**src/rtl/axi_rdata_packer_if.sv**
```systemverilog
// AXI R channel bundle between the read-data packer and the AXI slave port.
interface axi_rdata_packer_if #(
    parameter int DATA_W = 64,
    parameter int ID_W   = 2
);
    logic [ID_W-1:0]   RID;
    logic [DATA_W-1:0] RDATA;
    logic [1:0]        RRESP;
    logic              RLAST;
    logic              RVALID;
    logic              RREADY;

    modport master (
        output RID, RDATA, RRESP, RLAST, RVALID,
        input  RREADY
    );

    modport slave (
        input  RID, RDATA, RRESP, RLAST, RVALID,
        output RREADY
    );
endinterface

```
**src/rtl/axi_rdata_packer.sv**
```systemverilog
// AXI read-data packer: assembles captured DRAM bytes into R beats
// and queues them in a small FIFO ahead of the AXI R channel.
module axi_rdata_packer #(
    parameter int DATA_W     = 64,
    parameter int ID_W       = 2,
    parameter int FIFO_DEPTH = 4
) (
    input  logic              clk,
    input  logic              n_rst,
    input  logic              cmd_valid,
    output logic              cmd_ready,
    input  logic [ID_W-1:0]   cmd_id,
    input  logic [7:0]        cmd_len,
    input  logic [2:0]        cmd_size,
    input  logic              byte_valid,
    output logic              byte_ready,
    input  logic [7:0]        byte_data,
    output logic              overrun,
    axi_rdata_packer_if.master r
);
    localparam int NB = DATA_W / 8;
    localparam int LW = $clog2(NB);
    localparam int PW = $clog2(FIFO_DEPTH);
    localparam int CW = PW + 1;

    localparam logic [1:0] OKAY   = 2'b00;
    localparam logic [1:0] SLVERR = 2'b10;

    typedef enum logic {
        IDLE,
        COLLECT
    } state_e;

    typedef struct packed {
        logic [ID_W-1:0]   id;
        logic [DATA_W-1:0] data;
        logic [1:0]        resp;
        logic              last;
    } beat_t;

    state_e            state_q, state_d;
    logic [ID_W-1:0]   id_q, id_d;
    logic [1:0]        resp_q, resp_d;
    logic [LW:0]       bpb_q, bpb_d;
    logic [LW-1:0]     byte_cnt_q, byte_cnt_d;
    logic [8:0]        beats_left_q, beats_left_d;
    logic [DATA_W-1:0] asm_q, asm_d;
    logic              pend_q, pend_d;
    logic              overrun_q, overrun_d;
    beat_t             mem_q [FIFO_DEPTH];
    beat_t             mem_d [FIFO_DEPTH];
    logic [PW-1:0]     wr_ptr_q, wr_ptr_d;
    logic [PW-1:0]     rd_ptr_q, rd_ptr_d;
    logic [CW-1:0]     count_q, count_d;

    logic              rvalid;
    logic              push;
    logic              pop;
    logic              accept;
    logic              last_lane;
    logic [2:0]        size_sat;
    beat_t             head;

    assign rvalid    = (count_q != '0);
    assign push      = pend_q;
    assign pop       = rvalid && r.RREADY;
    assign cmd_ready = (state_q == IDLE);
    assign byte_ready = (state_q == COLLECT) && !pend_q &&
                        (count_q < CW'(FIFO_DEPTH));
    assign accept    = byte_valid && byte_ready;
    assign last_lane = ({1'b0, byte_cnt_q} == (bpb_q - 1'b1));
    assign size_sat  = (cmd_size > 3'(LW)) ? 3'(LW) : cmd_size;

    always_comb begin
        state_d      = state_q;
        id_d         = id_q;
        resp_d       = resp_q;
        bpb_d        = bpb_q;
        byte_cnt_d   = byte_cnt_q;
        beats_left_d = beats_left_q;
        asm_d        = asm_q;
        pend_d       = pend_q;
        overrun_d    = overrun_q;
        mem_d        = mem_q;
        wr_ptr_d     = wr_ptr_q;
        rd_ptr_d     = rd_ptr_q;
        count_d      = count_q;

        unique case (state_q)
            IDLE: begin
                if (cmd_valid) begin
                    state_d      = COLLECT;
                    id_d         = cmd_id;
                    beats_left_d = {1'b0, cmd_len} + 9'd1;
                    bpb_d        = (LW+1)'(1) << size_sat;
                    resp_d       = (cmd_size > 3'(LW)) ? SLVERR : OKAY;
                    byte_cnt_d   = '0;
                    asm_d        = '0;
                    pend_d       = 1'b0;
                end
            end
            COLLECT: begin
                if (accept) begin
                    asm_d[{byte_cnt_q, 3'b000} +: 8] = byte_data;
                    if (last_lane) begin
                        pend_d       = 1'b1;
                        byte_cnt_d   = '0;
                        beats_left_d = beats_left_q - 9'd1;
                    end else begin
                        byte_cnt_d = byte_cnt_q + 1'b1;
                    end
                end
                // Completed beat leaves the assembly register one edge later
                if (pend_q) begin
                    mem_d[wr_ptr_q] = '{
                        id:   id_q,
                        data: asm_q,
                        resp: resp_q,
                        last: (beats_left_q == 9'd0)
                    };
                    wr_ptr_d = wr_ptr_q + 1'b1;
                    pend_d   = 1'b0;
                    asm_d    = '0;
                    if (beats_left_q == 9'd0) begin
                        state_d = IDLE;
                    end
                end
            end
            default: state_d = IDLE;
        endcase

        if (byte_valid && !byte_ready) begin
            overrun_d = 1'b1;
        end

        if (pop) begin
            rd_ptr_d = rd_ptr_q + 1'b1;
        end
        count_d = count_q + CW'(push) - CW'(pop);
    end

    always_ff @(posedge clk or negedge n_rst) begin
        if (!n_rst) begin
            state_q      <= IDLE;
            id_q         <= '0;
            resp_q       <= OKAY;
            bpb_q        <= '0;
            byte_cnt_q   <= '0;
            beats_left_q <= '0;
            asm_q        <= '0;
            pend_q       <= 1'b0;
            overrun_q    <= 1'b0;
            wr_ptr_q     <= '0;
            rd_ptr_q     <= '0;
            count_q      <= '0;
            for (int i = 0; i < FIFO_DEPTH; i++) begin
                mem_q[i] <= '0;
            end
        end else begin
            state_q      <= state_d;
            id_q         <= id_d;
            resp_q       <= resp_d;
            bpb_q        <= bpb_d;
            byte_cnt_q   <= byte_cnt_d;
            beats_left_q <= beats_left_d;
            asm_q        <= asm_d;
            pend_q       <= pend_d;
            overrun_q    <= overrun_d;
            wr_ptr_q     <= wr_ptr_d;
            rd_ptr_q     <= rd_ptr_d;
            count_q      <= count_d;
            mem_q        <= mem_d;
        end
    end

    // Empty FIFO drives zeros so stale entries never leak onto the bus
    assign head     = rvalid ? mem_q[rd_ptr_q] : '0;
    assign r.RVALID = rvalid;
    assign r.RID    = head.id;
    assign r.RDATA  = head.data;
    assign r.RRESP  = head.resp;
    assign r.RLAST  = head.last;
    assign overrun  = overrun_q;
endmodule

```
**src/flat_wrapper.sv**
```systemverilog
// flat-port wrapper written by rule: the top's interface ports become plain ports
module axi_rdata_packer_flat 
#(
    parameter int DATA_W     = 64,
    parameter int ID_W       = 2,
    parameter int FIFO_DEPTH = 4
)
  (clk, n_rst, cmd_valid, cmd_ready, cmd_id, cmd_len, cmd_size, byte_valid, byte_ready, byte_data, overrun, r_RID, r_RDATA, r_RRESP, r_RLAST, r_RVALID, r_RREADY);
  axi_rdata_packer_if #(.DATA_W(DATA_W), .ID_W(ID_W)) r_i ();
  input  logic clk;
  input  logic n_rst;
  input  logic cmd_valid;
  output logic cmd_ready;
  input  logic [ID_W-1:0] cmd_id;
  input  logic [7:0] cmd_len;
  input  logic [2:0] cmd_size;
  input  logic byte_valid;
  output logic byte_ready;
  input  logic [7:0] byte_data;
  output logic overrun;
  output wire logic [$bits(r_i.RID)-1:0] r_RID;
  output wire logic [$bits(r_i.RDATA)-1:0] r_RDATA;
  output wire logic [$bits(r_i.RRESP)-1:0] r_RRESP;
  output wire logic [$bits(r_i.RLAST)-1:0] r_RLAST;
  output wire logic [$bits(r_i.RVALID)-1:0] r_RVALID;
  input wire logic [$bits(r_i.RREADY)-1:0] r_RREADY;
  assign r_RID = r_i.RID;
  assign r_RDATA = r_i.RDATA;
  assign r_RRESP = r_i.RRESP;
  assign r_RLAST = r_i.RLAST;
  assign r_RVALID = r_i.RVALID;
  assign r_i.RREADY = r_RREADY;
  axi_rdata_packer #(.DATA_W(DATA_W), .ID_W(ID_W), .FIFO_DEPTH(FIFO_DEPTH)) u_core (.clk(clk), .n_rst(n_rst), .cmd_valid(cmd_valid), .cmd_ready(cmd_ready), .cmd_id(cmd_id), .cmd_len(cmd_len), .cmd_size(cmd_size), .byte_valid(byte_valid), .byte_ready(byte_ready), .byte_data(byte_data), .overrun(overrun), .r(r_i));
endmodule
```
**config.mk**
```make
export PLATFORM = sky130hd
export DESIGN_NAME = axi_rdata_packer_flat
export DESIGN_NICKNAME = d
export VERILOG_FILES = /design/src/rtl/axi_rdata_packer_if.sv /design/src/rtl/axi_rdata_packer.sv /design/src/flat_wrapper.sv
export SDC_FILE = /design/constraint.sdc
export NUM_CORES = 1
export LEC_CHECK = 0
export ABC_CLOCK_PERIOD_IN_PS = 7910
export BUFFER_PORTS_ARGS = -buffer_cell sky130_fd_sc_hd__buf_2
export CAP_MARGIN = 20
export CELL_PAD_IN_SITES_DETAIL_PLACEMENT = 1
export CELL_PAD_IN_SITES_GLOBAL_PLACEMENT = 1
export CORE_MARGIN = 2
export CORE_UTILIZATION = 45
export CTS_CLUSTER_DIAMETER = 80
export DETAILED_ROUTE_END_ITERATION = 6
export PLACE_DENSITY_LB_ADDON = 0.1
export RECOVER_POWER = 25
export SLEW_MARGIN = 20
export SYNTH_ARGS = -nofsm -noshare
export SYNTH_HDL_FRONTEND = slang
export SYNTH_SLANG_ARGS = --single-unit
```
**constraint.sdc**
```tcl
create_clock -name clk -period 7.91 [get_ports clk]
set_clock_uncertainty 0.15 [all_clocks]
set_input_delay 1.582 -clock clk [delete_from_list [all_inputs] [get_ports clk]]
set_output_delay 1.582 -clock clk [all_outputs]
set_load 0.005 [all_outputs]
```
==> impl_metrics.yaml <==
timing:
  maxSlewHeadroom: -0.600
  fin_setup_tns_ps: 0
  slew_violations: 95
  fin_crit_sh: 0.672
  rsz0062_at_grt: "false"
  worstMarginPinSlew_ps: 2400
  final-setup-viol-count: 0
  fmax_mhz: 188
  period_minus_slack_ps: 5310
  hold_viol_final: 0
global_route:
  grt-ovfl-total: 0
  antenna_found_initial: 0
  grt_max_degree: 155
  grt_usage: 0.222
  grt_pass1_wl_um: 65400
  grt_pass1_vias: 10970
clock_network:
  cts_tree: "built"
  cts.sinks: 365
  cts_resized: 0
  clkTransAtPathRegs_ps: 60
  cts_setup_buffers: 0
  clock_path_buffers: 3
  h-tree-depth: 2
  cts_buffers: 41
  hold_buffers: 0
  root_buffer: "clkbuf_16"
  clock_latency_ps: 540
synthesis:
  synthCells: 1161
  ys_top_cells_by_count: "dfrtp_1, mux2_2, mux2_1"
  avgSynthCellArea_um2: 14.0
  synth_most_common_cell: "dfrtp_1"
  netlist_area_um2: 16300
  synth_ff_type: "dfrtp_1"
  syn-num-nets: 1201
  yosys.area.top_type_share: 0.561
  synth_largest_area_cell: "dfrtp_1"
  synth_seq_cells: 365
  synth_edf_count: 0
  ys_warn_count: 0
  ys_seq_area_frac: 0.561
  async_flop_share: 1.00
  synthTopCellsByArea: "dfrtp_1, mux2_2, mux4_2"
  synthDistinctLibCells: 57
detailed_routing:
  drt_iter0_markers: 450
  dr.pass1.iters: 4
  detail-route-antenna-nets: 0
  drc: 0
  avgRoutedWirePerCell_um: 23.1
  totalWireLength_um: 40100
  vias_per_cell: 5.70
  num_vias: 9885
pwr:
  vdd.ir_drop.worst_mv: 0.189
  p_per_area_nw_per_um2: 321
  p_leak_nw: 9.12
finish:
  nets: 1287
  drive_gt1_frac: 0.318
  layout.cells.non_filler: 1733
  post-route-util: 0.519
  area_growth_pct: 13.4
  diodes: 0
floorplanning:
  core_um2: 35600
  initial_core_util: 0.458
  rows: 69
  ios: 99
  die_w_um: 194
  die_h_um: 194
  die-area_um2: 37700
critical_path:
  arrival_ps: 3580
  critical_path.max_stage_delay_ps: 1740
  crit_path_cell_trace: "or3_2 > clkbuf_1 > and2_1 > buf_2"
  cp_data_required_time_ps: 6180
  end_kind: "primary output"
  critPathTopFamily: "buffers and inverters"
  critPathBufInv: 2
  critical_path_class: "reg2out"
  slowest_stage: "clkbuf_1"
  worstSetupStartpointType: "flip-flop"
  cp_max_fo: 55
worst_hold_path:
  hold_path.class: "reg2reg"
outcome:
  outcome: "finished, violations left"
  violations: "max-capacitance violations, max-slew violations"
run:
  cap_violations: 2
placement:
  post-dp-hpwl_um: 25200
  place.gp.congestion: 0.752
  dpl.cell_count: 1665
  portBuffers: 97
==> through the flow <==
| step | power, mW | setup WS (ps) | area (µm²) | hold WS (ps) |
|---|---|---|---|---|
| 6_report | 5.93 | 2600 | 18500 | 321 |
| 5_1_grt | 6.28 | 2180 | 18500 | 353 |
| 4_1_cts | 6.03 | 2930 | 18500 | 331 |
| 3_5_place_dp | 4.16 | 3510 | 17200 | 307 |
| 3_3_place_gp | 4.11 | 3470 | 17200 | 299 |
| 2_1_floorplan | 3.62 | 4630 | 16300 | 295 |
==> worst paths after layout <==
check / start / to / slack, ps / cells after the start
setup reg to reg: u_core.count_q[2] / u_core.count_q[2] / 3430 / 10
setup / recovery: u_core.count_q[2] / r_RDATA[43] / 2600 / 4
min in group asynchronous: n_rst / u_core.mem_q[149] / 950 / 1
hold / removal: u_core.overrun / u_core.overrun / 320 / 1
max in group asynchronous: n_rst / u_core.rd_ptr_q[0] / 3750 / 2
hold reg to reg: u_core.overrun / u_core.overrun / 320 / 1
==> state kept, by name, indices dropped and copies added, names as in the netlist, 2 cells and up <==
signal and count:
u_core.mem_q 272, u_core.asm_q 64, u_core.beats_left_q 9, u_core.bpb_q 4, u_core.byte_cnt_q 3, u_core.count_q 3, u_core.id_q 2, u_core.rd_ptr_q 2
u_core.wr_ptr_q 2
==> placed cells by master (no fill, tap or decap), types with 18 or more instances in the layout <==
| cell type | synthesis | layout |
|---|---|---|
| nor2_1 | 21 | 22 |
| clkbuf_16 | 0 | 42 |
| nand2_1 | 78 | 78 |
| and2_1 | 70 | 69 |
| mux4_2 | 68 | 68 |
| a22o_1 | 32 | 32 |
| mux2_1 | 84 | 84 |
| inv_1 | 18 | 19 |
| clkbuf_1 | 53 | 18 |
| o21ai_0 | 36 | 36 |
| dfrtp_1 | 365 | 363 |
| mux2_2 | 169 | 169 |
| buf_2 | 10 | 94 |
==> report_power, final <==
part	leakage (nW)	switching [mW]	internal, mW
sequential	4.97	0.433	2.28
combinational	3.52	0.658	0.714
clock	0.629	0.740	1.10
==> kinds of logic (layout without fill, tap and decap cells) <==
logic type | count (synthesis) | after routing | synth area share
buffers and inverters | 87 | 198 | 0.0217
xor gates and xnor gates | 19 | 19 | 0.0102
AOI/OAI and AO/OA | 121 | 121 | 0.0529
other | 1 | 1 | 0.000230
muxes | 321 | 321 | 0.269
and+or+nand+nor | 233 | 233 | 0.0738
adders and majority gates | 14 | 14 | 0.0112
DFF | 365 | 365 | 0.561
==> final cells by class <==
type,count,area [µm²]
clock inverters,7,98.8
flip-flops and latches,365,9140
multi-input cells,709,6800
clock buffers,61,1190
well taps,461,577
repair buffers,110,588
fillers,3531,17100
inverters,20,75.1
==> metal layers <==
layer	share of wire	vias to the layer above	global-route usage
met5	0	-	0
met4	0.021	0	0.0589
met3	0.033	59	0.0324
met2	0.48	155	0.364
met1	0.46	5277	0.312
li1	-	4394	-
Note: power is estimated with default switching activity, not from simulation.
